`src/rtl/ws2812_frame_sched.sv`:
```
// Frame scheduler for a WS2812 LED chain: streams a buffered frame of GRB words
// to the bit encoder, waits for it to drain, then holds the latch gap.
module ws2812_frame_sched #(
    parameter int NUM_LEDS   = 8,
    parameter int ADDR_W     = 3,
    parameter int RST_CYCLES = 15000
) (
    input  logic              clk,
    input  logic              rst,
    input  logic              wr_en,
    input  logic [ADDR_W-1:0] wr_addr,
    input  logic [23:0]       wr_data,
    input  logic              start,
    input  logic              auto_en,
    output logic              px_valid,
    output logic [23:0]       px_data,
    input  logic              px_ready,
    input  logic              enc_busy,
    output logic [ADDR_W-1:0] led_index,
    output logic              busy,
    output logic              frame_done
);

    typedef enum logic [2:0] {
        IDLE,
        LOAD,
        SEND,
        DRAIN,
        LATCH,
        DONE
    } state_t;

    state_t            state;
    state_t            next_state;
    logic [23:0]       buffer [NUM_LEDS];
    logic [23:0]       rd_word;
    logic [15:0]       gap_cnt;
    logic              start_q;
    logic              valid_q;
    logic              last_px;

    logic              start_d;
    logic              valid_d;
    logic [23:0]       data_d;
    logic [ADDR_W-1:0] index_d;
    logic [15:0]       gap_d;
    logic              busy_d;
    logic              done_d;

    assign last_px  = (led_index == ADDR_W'(NUM_LEDS - 1));
    assign px_valid = valid_q & rst;

    // Out-of-range indices simply match no entry, so such writes are dropped.
    always_ff @(posedge clk or negedge rst) begin
        if (!rst) begin
            for (int i = 0; i < NUM_LEDS; i++) begin
                buffer[i] <= '0;
            end
        end else if (wr_en) begin
            for (int i = 0; i < NUM_LEDS; i++) begin
                if (32'(wr_addr) == 32'(i)) begin
                    buffer[i] <= wr_data;
                end
            end
        end
    end

    always_comb begin
        rd_word = '0;
        for (int i = 0; i < NUM_LEDS; i++) begin
            if (32'(led_index) == 32'(i)) begin
                rd_word = buffer[i];
            end
        end
    end

    always_ff @(posedge clk or negedge rst) begin
        if (!rst) begin
            state <= IDLE;
        end else begin
            state <= next_state;
        end
    end

    always_comb begin
        next_state = state;
        case (state)
            IDLE:    if (start_q) next_state = LOAD;
            LOAD:    next_state = SEND;
            SEND:    if (px_ready) next_state = last_px ? DRAIN : LOAD;
            DRAIN:   if (!enc_busy) next_state = LATCH;
            LATCH:   if (gap_cnt == 16'd0) next_state = DONE;
            DONE:    next_state = auto_en ? LOAD : IDLE;
            default: next_state = IDLE;
        endcase
    end

    // Start is registered only while idle, which costs one cycle but makes
    // requests during a frame vanish instead of queuing.
    always_comb begin
        start_d = start && (state == IDLE);
        valid_d = (next_state == SEND);
        data_d  = (state == LOAD) ? rd_word : px_data;
        index_d = led_index;
        if (next_state == LOAD) begin
            index_d = (state == SEND) ? led_index + ADDR_W'(1) : '0;
        end
        gap_d = gap_cnt;
        if (state == DRAIN && next_state == LATCH) begin
            gap_d = 16'(RST_CYCLES - 1);
        end else if (state == LATCH && gap_cnt != 16'd0) begin
            gap_d = gap_cnt - 16'd1;
        end
        busy_d = (next_state != IDLE) || start_d;
        done_d = (next_state == DONE);
    end

    always_ff @(posedge clk or negedge rst) begin
        if (!rst) begin
            start_q    <= 1'b0;
            valid_q    <= 1'b0;
            px_data    <= '0;
            led_index  <= '0;
            gap_cnt    <= '0;
            busy       <= 1'b0;
            frame_done <= 1'b0;
        end else begin
            start_q    <= start_d;
            valid_q    <= valid_d;
            px_data    <= data_d;
            led_index  <= index_d;
            gap_cnt    <= gap_d;
            busy       <= busy_d;
            frame_done <= done_d;
        end
    end

endmodule

```
`config.mk`:
```
export PLATFORM = sky130hd
export DESIGN_NAME = ws2812_frame_sched
export DESIGN_NICKNAME = d
export VERILOG_FILES = /design/src/rtl/ws2812_frame_sched.sv
export SDC_FILE = /design/constraint.sdc
export NUM_CORES = 1
export LEC_CHECK = 0
export BUFFER_PORTS_ARGS = -buffer_cell sky130_fd_sc_hd__clkbuf_2
export CORE_AREA = 2 2 198 200
export DETAILED_ROUTE_END_ITERATION = 8
export DIE_AREA = 0 0 200 202
export GPL_ROUTABILITY_DRIVEN = 0
export PLACE_DENSITY = 0.47
export SLEW_MARGIN = 10
export SYNTH_ARGS = -nofsm -noshare
export SYNTH_HDL_FRONTEND = slang
export SYNTH_SLANG_ARGS = --single-unit
```
`constraint.sdc`:
```
create_clock -name clk -period 1.97 [get_ports clk]
set_input_delay 0.394 -clock clk [delete_from_list [all_inputs] [get_ports clk]]
set_output_delay 0.394 -clock clk [all_outputs]
set_load 0.01 [all_outputs]
```
==> impl_metrics.py <==
metrics = {
    "outcome": {
        "status": "finished, final reports clean",
    },
    "routing": {
        "vias": 7998,
        "drtIter0Drc": 387,
        "drt-pass1-iter-count": 7,
        "drtAntennaViolNets": 0,
        "viasPerCell": 5.03,
        "drc_errors": 0,
        "wl_um": 32000,
        "routedWlPerCell_um": 20.1,
    },
    "placed_design": {
        "placed_cells": 1524,
        "io_buffers": 63,
        "dpl.hpwl_um": 18400,
        "dpl_cell_area_um2": 12700,
    },
    "clock_tree": {
        "cts_buffers": 28,
        "cts.path.max_buffers": 3,
        "clk_pin_slew_ns": 0.06,
        "clock_latency_ns": 0.54,
        "cts.sinks": 242,
        "cts_tree": "yes",
        "cts_root_buf": "clkbuf_16",
        "h-tree-depth": 1,
    },
    "die": {
        "ios": 64,
        "start_util": 0.295,
        "die_h_um": 202,
        "coreArea_um2": 38300,
        "die_area_um2": 40400,
        "die_x_um": 200,
        "rows": 72,
    },
    "pwr": {
        "switching_share": 0.241,
        "combPwrFrac": 0.104,
        "powerDensity_nw_per_um2": 901,
        "p_switching_mw": 3.05,
        "seq_power_share": 0.498,
        "pwr-share-clk": 0.398,
        "vdd_ir_drop_max_v": 0.000652,
        "leakage_nw": 5.79,
        "power.internal_mw": 9.63,
    },
    "cells_and_area": {
        "final_net_count": 1093,
        "multi_input_area_um2": 5190,
        "drive_above_1_share": 0.415,
        "n_fill_cell": 3764,
        "regArea_um2": 6060,
        "area_growth_syn_to_layout_pct": 24.5,
        "final_cells": 1589,
        "n_antenna_cell": 0,
        "postLayoutCellArea_um2": 14100,
    },
    "logic_synthesis": {
        "synth_area_leader_cell": "dfrtp_1",
        "netlist_instances": 958,
        "ys_ff_latch": 242,
        "synth_top_area_frac": 0.536,
        "synthTopCellsByCount": "242 x dfrtp_1, 195 x mux2_2, 108 x nand2_1",
        "yosysUniqueCellTypes": 51,
        "yosysSeqAreaShare": 0.536,
        "synth_nets": 999,
        "synth_area_leaders": "dfrtp_1 54%, mux2_2 19%, nand2_1 3.6%, o21ai_0 3.3%, o221a_2 2.3%",
        "synth_edf_count": 0,
        "ys_warn_count": 0,
        "synthArstFlopShare": 1.00,
        "synth.most_common_cell": "dfrtp_1",
        "synth_area_um2": 11300,
        "syn_area_per_cell_um2": 11.8,
        "synth_ff_type": "dfrtp_1",
    },
    "setup_path": {
        "crit_path_start_kind": "flip-flop",
        "path_class": "flip-flop to flip-flop",
        "cp.required_ns": 2.43,
        "crit_fanout": 6,
        "critPathCaptureType": "flip-flop",
        "critPathArrivalTime_ns": 2.43,
    },
    "global_routing": {
        "grt_max_degree": 132,
        "antenna_found_initial": 0,
        "grt_pass1_wl_um": 49200,
        "grt_usage": 0.157,
        "grt_pass1_vias": 8204,
        "grt-ovfl-total": 0,
    },
    "sta": {
        "relSlewSlack": 0.507,
        "fin_crit_sh": 0.997,
        "clock.fmax_mhz": 509,
        "setup_violations": 0,
        "setup_tns_ns": 0,
        "clock_skew_ns": 0.0138,
        "final_hold_viol_count": 0,
        "rsz0062_at_grt": "yes",
        "tightestPinTransition_ns": 0.740,
        "maxSlewViolCount": 0,
        "min_period_ns": 1.96,
    },
    "min_path": {
        "hp-class": "input pin to flip-flop",
    },
    "job": {
        "max_cap_viol_count": 0,
    },
}
-- per-stage QoR --
stage,hold WS [ns],setup WS [ns],total power [mW],utilization
after floorplan,0.0984,0.00382,7.21,-
after global placement,0.195,0.0502,7.65,0.332
after detailed placement,0.194,0.00424,7.72,0.332
after CTS,0.0378,0.00603,12.8,0.359
after global routing,0.0547,-0.0754,13.3,0.367
final,0.0635,0.00566,12.7,0.367
-- metal layers --
metal | global-route usage | vias to the layer above | share of wire
met5 | 0 | - | 0
met4 | 0.0368 | 0 | 0.020
met3 | 0.0229 | 46 | 0.043
met2 | 0.250 | 129 | 0.46
met1 | 0.224 | 4101 | 0.48
li1 | - | 3722 | -
-- final cells by class --
type / instances / share of cell area
clock buffers: 42 / 0.0607
well taps: 518 / 0.0461
multi-input cells: 634 / 0.369
clock inverters: 7 / 0.00276
flip-flops and latches: 242 / 0.431
repair buffers: 136 / 0.0881
inverters: 10 / 0.00293
-- cells by family (layout without fill, tap and decap cells) --
logic type | after synthesis | count (layout) | share of synthesized area
AOI/OAI and AO/OA | 222 | 222 | 0.130
adders and majority gates | 7 | 7 | 0.00775
buffers and inverters | 82 | 195 | 0.0299
DFF | 242 | 242 | 0.536
muxes | 200 | 200 | 0.199
and+or+nand+nor | 205 | 205 | 0.0978
-- power by group through the flow --
stage | sequential [mW] | combinational (mW) | clock [mW]
2_1_floorplan | 6.23 | 0.972 | 0
3_3_place_gp | 6.35 | 1.30 | 0
3_5_place_dp | 6.38 | 1.34 | 0
4_1_cts | 6.29 | 1.35 | 5.17
5_1_grt | 6.43 | 1.47 | 5.37
6_report | 6.31 | 1.33 | 5.04
-- placed cells by master (no fill, tap or decap), types with 4 or more instances in the layout --
cell / instances
clkbuf_16: 32
a211oi_2: 14
clkbuf_8: 8
o221a_4: 4
nand3_1: 5
buf_4: 39
clkbuf_2: 62
mux2_2: 195
o21ai_1: 30
or4_1: 5
o21ai_2: 6
nand4b_1: 4
nor2_1: 8
clkbuf_1: 5
a21oi_1: 32
buf_6: 9
ha_4: 5
nand2_1: 107
buf_12: 19
a31oi_1: 24
mux2i_1: 5
o21ai_0: 44
nor3_1: 4
dfrtp_1: 241
nand3b_1: 4
o221a_2: 19
or3_1: 5
nand2b_1: 29
a211oi_1: 10
clkinv_2: 6
inv_1: 8
o221ai_1: 24
-- sequential cells by signal (all words and copies together), names as in the netlist --
name,count
buffer,192
busy,1
frame_done,1
gap_cnt,16
led_index,3
px_data,24
start_q,1
state,3
valid_q,1
-- final timing paths --
check / start / slack [ns] / endpoint / cells after the start
max in group asynchronous: rst / 0.82 / buffer[121] / 3
min in group asynchronous: rst / 0.23 / gap_cnt[8] / 2
min: start / 0.06 / start_q / 3
max reg2reg: led_index[0] / 0.006 / px_data[14] / 9
min reg2reg: px_data[3] / 0.48 / px_data[3] / 2
max: led_index[0] / 0.006 / px_data[14] / 9
-- worst max-delay path, cell delays in order (launching register included) --
cell      delay [ns]
dfrtp_2         0.43
ha_4            0.18
ha_4            0.17
nor4b_4         0.28
buf_6           0.19
buf_16          0.14
buf_4           0.11
o221a_2         0.16
o21ai_1         0.06
o221ai_1        0.16
-- repair_timing --
action / in CTS / in global routing
setup buffers: 4 / 6
pin swaps: 1 / 20
cloned: 2 / 3
setup endpoints to repair: 14 / 28
hold buffers: 1 / 0
hold endpoints to repair: 19 / 0
resized for setup: 10 / 73
Note: power is estimated with default switching activity, not from simulation.
